==> src/rtl/vending_change_fsm.sv <==
// Parametrised vending controller: binary credit accumulation, single-cycle vend,
// then change (or a cancel refund) returned one coin per cycle, dimes before nickels.
module vending_change_fsm #(
    parameter int PRICE    = 30,
    parameter int N_VAL    = 5,
    parameter int D_VAL    = 10,
    parameter int Q_VAL    = 25,
    parameter int CREDIT_W = 7
) (
    input  logic                clk,
    input  logic                reset,
    input  logic                n,
    input  logic                d,
    input  logic                q,
    input  logic                cancel,
    output logic                y,
    output logic                chg_d,
    output logic                chg_n,
    output logic                coin_rej,
    output logic                busy,
    output logic [CREDIT_W-1:0] credit
);

    typedef enum logic [1:0] {
        IDLE,
        ACCUM,
        VEND,
        CHANGE
    } state_t;

    localparam logic [CREDIT_W-1:0] PRICE_C = CREDIT_W'(PRICE);
    localparam logic [CREDIT_W-1:0] N_C     = CREDIT_W'(N_VAL);
    localparam logic [CREDIT_W-1:0] D_C     = CREDIT_W'(D_VAL);
    localparam logic [CREDIT_W-1:0] Q_C     = CREDIT_W'(Q_VAL);

    state_t                state_q, state_d;
    logic [CREDIT_W-1:0]   credit_q, credit_d;
    logic                  coin_rej_q, coin_rej_d;

    logic                  any_coin;
    logic                  multi_coin;
    logic                  valid_coin;
    logic [CREDIT_W-1:0]   coin_val;
    logic [CREDIT_W-1:0]   sum;
    logic [CREDIT_W-1:0]   after_vend;
    logic [CREDIT_W-1:0]   after_chg;

    assign any_coin   = n | d | q;
    assign multi_coin = (n & d) | (n & q) | (d & q);
    assign valid_coin = any_coin & ~multi_coin;
    assign coin_val   = n ? N_C : (d ? D_C : Q_C);
    assign sum        = credit_q + coin_val;
    assign after_vend = credit_q - PRICE_C;
    assign after_chg  = (credit_q >= D_C) ? (credit_q - D_C) : (credit_q - N_C);

    // NOTE: every sequential state update uses <= so all registers see pre-edge values.
    always_ff @(posedge clk or posedge reset) begin
        if (reset) begin
            state_q    <= IDLE;
            credit_q   <= '0;
            coin_rej_q <= 1'b0;
        end else begin
            state_q    <= state_d;
            credit_q   <= credit_d;
            coin_rej_q <= coin_rej_d;
        end
    end

    // NOTE: defaults first so every path assigns every signal and no latch is inferred.
    always_comb begin
        state_d    = state_q;
        credit_d   = credit_q;
        coin_rej_d = 1'b0;
        unique case (state_q)
            IDLE, ACCUM: begin
                if (state_q == ACCUM && cancel) begin
                    state_d    = CHANGE;
                    coin_rej_d = any_coin;
                end else if (valid_coin) begin
                    credit_d = sum;
                    state_d  = (sum >= PRICE_C) ? VEND : ACCUM;
                end else if (multi_coin) begin
                    coin_rej_d = 1'b1;
                end
            end
            VEND: begin
                credit_d   = after_vend;
                state_d    = (after_vend != '0) ? CHANGE : IDLE;
                coin_rej_d = any_coin;
            end
            CHANGE: begin
                credit_d   = after_chg;
                state_d    = (after_chg != '0) ? CHANGE : IDLE;
                coin_rej_d = any_coin;
            end
            default: begin
                state_d  = IDLE;
                credit_d = '0;
            end
        endcase
    end

    // Outputs are pure decodes of registered state and credit.
    assign y        = (state_q == VEND);
    assign busy     = (state_q == VEND) || (state_q == CHANGE);
    assign chg_d    = (state_q == CHANGE) && (credit_q >= D_C);
    assign chg_n    = (state_q == CHANGE) && (credit_q < D_C);
    assign coin_rej = coin_rej_q;
    assign credit   = credit_q;

endmodule

==> config.mk <==
export PLATFORM = sky130hd
export DESIGN_NAME = vending_change_fsm
export DESIGN_NICKNAME = d
export VERILOG_FILES = /design/src/rtl/vending_change_fsm.sv
export SDC_FILE = /design/constraint.sdc
export NUM_CORES = 1
export LEC_CHECK = 0
export BUFFER_PORTS_ARGS = -buffer_cell sky130_fd_sc_hd__buf_4
export CORE_MARGIN = 2
export CORE_UTILIZATION = 25
export DETAILED_ROUTE_END_ITERATION = 10
export SYNTH_ARGS = -nofsm -noshare
export SYNTH_HDL_FRONTEND = slang
export SYNTH_SLANG_ARGS = --single-unit
==> constraint.sdc <==
create_clock -name clk -period 3.7 [get_ports clk]
set_clock_uncertainty 0.15 [all_clocks]
set_input_delay 0.74 -clock clk [delete_from_list [all_inputs] [get_ports clk]]
set_output_delay 0.74 -clock clk [all_outputs]
set_load 0.01 [all_outputs]
==> results.txt <==
STA puts the critical path data arrival time at between 2000 and 2500 ps. The number of DRC violations after detailed routing is 0. The count of synthesis-stage warnings from yosys is 0. The register bit count reported by yosys came out at 10.

The total power came out at 1.56 mW. The placeable core region is 5140 sq um. The count of different cell masters after synthesis is 55. The number of clock buffers added by TritonCTS is 3.

The fill cell instance count of the final layout came out at 565. The detailed router's first-iteration violation count is 105. Compared with the post-synthesis result, the final layout area differs by 15.4%.

The count of max-cap constraint violations came out at 0. Using the TritonRoute via totals, the vias-per-cell ratio works out to 5.14. The number of hold violations in the final report was 0.

Setup violations remaining at the end of the flow were counted as 0. Setup repair after global routing left no endpoint under its margin. At the end of the flow, the number of nets in the layout was roughly 200. The number of sinks handled by clock tree synthesis is 10. The post-synth design cell area is about 1300 sq um.

Sorting the synthesized cells by area gives the leading types as sky130_fd_sc_hd__dfrtp_1 19%, sky130_fd_sc_hd__ha_1 9.4%, sky130_fd_sc_hd__xnor2_1 6.6%. The classification of the worst-slack hold path is input pin to asynchronous set/reset pin. The pre-antenna-repair detailed-routing pass consisted of 4 iterations. The fraction of layout cells with a size suffix above 1 came out at about 17%. The setup fix buffers added after clock tree synthesis came out at 0.

The total area of sequential cells is 250 sq um. Global routing finished with a remaining overflow of 0. The congestion estimate from routability-driven global placement came to 0.819.

The number of cells produced by synthesis came out at about 160. The routed wire length is 3480 um. The number of pins with negative max-slew slack in the final report came out at 0. After legalization and detailed placement, the total HPWL measured 2770 um. The count of vias placed by the detailed router is ~1300. The number of levels the H-tree was split into came out at 1. The clock period minus final worst setup slack is ~3000 ps. The accumulated negative setup slack is 0 ps. Cells fill between 20% and 30% of the core in the end. Timing would allow up to 0.329 GHz. In this run, placement finished with an instance count of roughly 240. Headroom to the max-slew limit came out at 57.7%. The number of antenna-violating nets in the routed design came out at 0. In this run the power density over the cells is 1010 nW/um^2. The number of buffers on the longest clock path is 2. Counting every net in the synthesized netlist gives 179. The aggregate global-route resource usage is between 10% and 20%. The full die area came out at 5930 sq um. The sequential-to-total area share from yosys stat is 18.8%. The leakage power total is 0.663 nW. In this run the clock root is driven by a sky130_fd_sc_hd__clkbuf_8.

Dividing the final minimum period by the clock period gives 82.1%. Clock-pin slew was measured on the worst setup and hold paths at about 50 ps. The setup path with the least slack is of type register to primary output. The kind of end point of the critical path is a primary output. The average cell area after synthesis came out at 8.23 sq um. In this run the worst path has a maximum fanout of 9. The number of resized instances in the post-cts repair step came out at 0. VDD sags by at most 0.291 mV. The final routed wire length divided by cell count came out at 14.1 um. The run finished with clean final reports.

The via count of the first global-routing pass is 1170. TritonCTS built the clock tree. The count of buffers inserted at the top-level ports came out at 17. The worst path required time came out at 2810 ps. The height of the die came out at 77.0 um. The transition time at the pin with the least slew margin came out at 635 ps. The first global-routing pass estimated 5820 um of wire. The initial antenna violation count was 0. The number of ports placed on the die boundary is 18.

The clock insertion delay at the later pin of the skew report is 240 ps. Of all flip-flops after synthesis, the portion carrying an async set or reset was 100%. The final cell count without fillers is 247. The area of the multi-input gates came out at 965 sq um. The maximum number of pins on one net before global-route repair is 18. Among all flip-flop cells after synthesis, the most frequent one is sky130_fd_sc_hd__dfrtp_1. For this configuration, the core starts out at a cell density of 25.9%. The synthesized design contains 0 enable-type register cells. The antenna diode count came out at 0. The placement row count came out at 26. The area share of the leading cell type in the synthesized netlist is 18.8%. The width of the chip came out at 77.0 um. The worst setup path is launched from a register. The total of hold buffers inserted after clock tree synthesis is 0.

The synthesized design spends more area on one cell type than any other, namely sky130_fd_sc_hd__dfrtp_1.
==> cells in the final DEF, fill, tap and decap left out, drive strengths merged, types with 2 or more instances in the layout <==
cell / netlist / final
a221o: 3 / 3
a2bb2oi: 2 / 2
nor2: 16 / 16
clkbuf: 5 / 4
xnor2: 10 / 10
buf: 3 / 19
ha: 10 / 10
a211oi: 3 / 3
or3: 2 / 2
nor3: 3 / 3
nand3: 5 / 5
dfrtp: 10 / 10
and3: 4 / 4
mux2i: 2 / 2
xor2: 4 / 4
nand2: 10 / 10
o211ai: 3 / 3
o21ai: 14 / 14
a21o: 2 / 2
inv: 9 / 9
a21oi: 11 / 11
o21a: 2 / 2
==> cell families (layout without fill, tap and decap cells) <==
kind of cell	Yosys count	in the layout	share of synthesized area [%]
AO/OA/AOI/OAI	55	55	28.7
buffers and inverters	18	33	8.83
AND/OR/NAND/NOR	50	50	20.2
multiplexers	3	3	2.63
adder cells (fa/ha/maj)	12	12	11.6
flip-flops	10	10	18.8
XOR/XNOR	14	14	9.20
==> worst max-delay path, cell delays in order, from the launching register on <==
cell	delay (ps)
sky130_fd_sc_hd__dfrtp_1	470
sky130_fd_sc_hd__inv_1	140
sky130_fd_sc_hd__ha_1	260
sky130_fd_sc_hd__and3b_2	240
sky130_fd_sc_hd__nor4b_4	500
sky130_fd_sc_hd__nor2_1	130
sky130_fd_sc_hd__buf_4	170
==> metrics by stage <==
| step | worst slack, ps | hold WS, ps | instance area (sq um) |
|---|---|---|---|
| floorplan | 820 | 430 | 1330 |
| global placement | 571 | 536 | 1480 |
| detailed placement | 538 | 550 | 1480 |
| CTS | 631 | 350 | 1540 |
| global route | 505 | 381 | 1540 |
| finish | 661 | 332 | 1540 |
==> layer usage <==
metal / global-route usage, % / part of all wire [%] / vias up
li1: - / - / 630
met1: 17.7 / 50 / 595
met2: 18.4 / 44 / 42
met3: 3.29 / 5.7 / 2
met4: 1.07 / 0.63 / 0
met5: 0 / 0 / -
==> flip-flops by register name (all words and copies together), names as in the netlist <==
| name | count |
|---|---|
| coin_rej | 1 |
| credit | 7 |
| state_q | 2 |
==> final timing paths <==
path | slack [ps] | cells past startpoint | to | startpoint
worst max-delay path | 660 | 6 | chg_d | credit[0]$_DFFE_PP0P_
worst min-delay path | 330 | 2 | credit[6]$_DFFE_PP0P_ | reset
worst max register to register | 1040 | 8 | state_q[1]$_DFFE_PP0P_ | credit[0]$_DFFE_PP0P_
worst min register to register | 550 | 2 | credit[0]$_DFFE_PP0P_ | credit[0]$_DFFE_PP0P_
max in group asynchronous | 2780 | 2 | coin_rej$_DFF_PP0_ | reset
min in group clk | 550 | 2 | credit[0]$_DFFE_PP0P_ | credit[0]$_DFFE_PP0P_
==> area by class of cell <==
| type | instances | share of cell area (%) |
|---|---|---|
| clock buffers | 4 | 3.58 |
| inverters | 10 | 2.44 |
| multi-input cells | 134 | 62.7 |
| flip-flops and latches | 10 | 16.3 |
| well taps | 70 | 5.70 |
| repair buffers | 19 | 9.28 |
==> synthesized netlist by cell type (2+ instances only) <==
| master | n |
|---|---|
| sky130_fd_sc_hd__a21o_1 | 2 |
| sky130_fd_sc_hd__o21a_1 | 2 |
| sky130_fd_sc_hd__nor2_1 | 16 |
| sky130_fd_sc_hd__and3_1 | 3 |
| sky130_fd_sc_hd__a221o_1 | 3 |
| sky130_fd_sc_hd__a211oi_1 | 3 |
| sky130_fd_sc_hd__xor2_1 | 4 |
| sky130_fd_sc_hd__inv_1 | 9 |
| sky130_fd_sc_hd__o211ai_1 | 3 |
| sky130_fd_sc_hd__mux2i_1 | 2 |
| sky130_fd_sc_hd__clkbuf_8 | 4 |
| sky130_fd_sc_hd__or3_1 | 2 |
| sky130_fd_sc_hd__o21ai_0 | 13 |
| sky130_fd_sc_hd__nor3_1 | 3 |
| sky130_fd_sc_hd__nand3_1 | 5 |
| sky130_fd_sc_hd__ha_1 | 10 |
| sky130_fd_sc_hd__buf_2 | 2 |
| sky130_fd_sc_hd__a21oi_1 | 11 |
| sky130_fd_sc_hd__dfrtp_1 | 10 |
| sky130_fd_sc_hd__xnor2_1 | 10 |
| sky130_fd_sc_hd__nand2_1 | 10 |
| sky130_fd_sc_hd__a2bb2oi_1 | 2 |
==> where the power goes <==
group / internal [mW] / switching [mW]
Sequential: 0.162 / 0.149
Combinational: 0.530 / 0.575
Clock: 0.0938 / 0.0460
Total: 0.786 / 0.770
(Power assumes the default switching activity.)
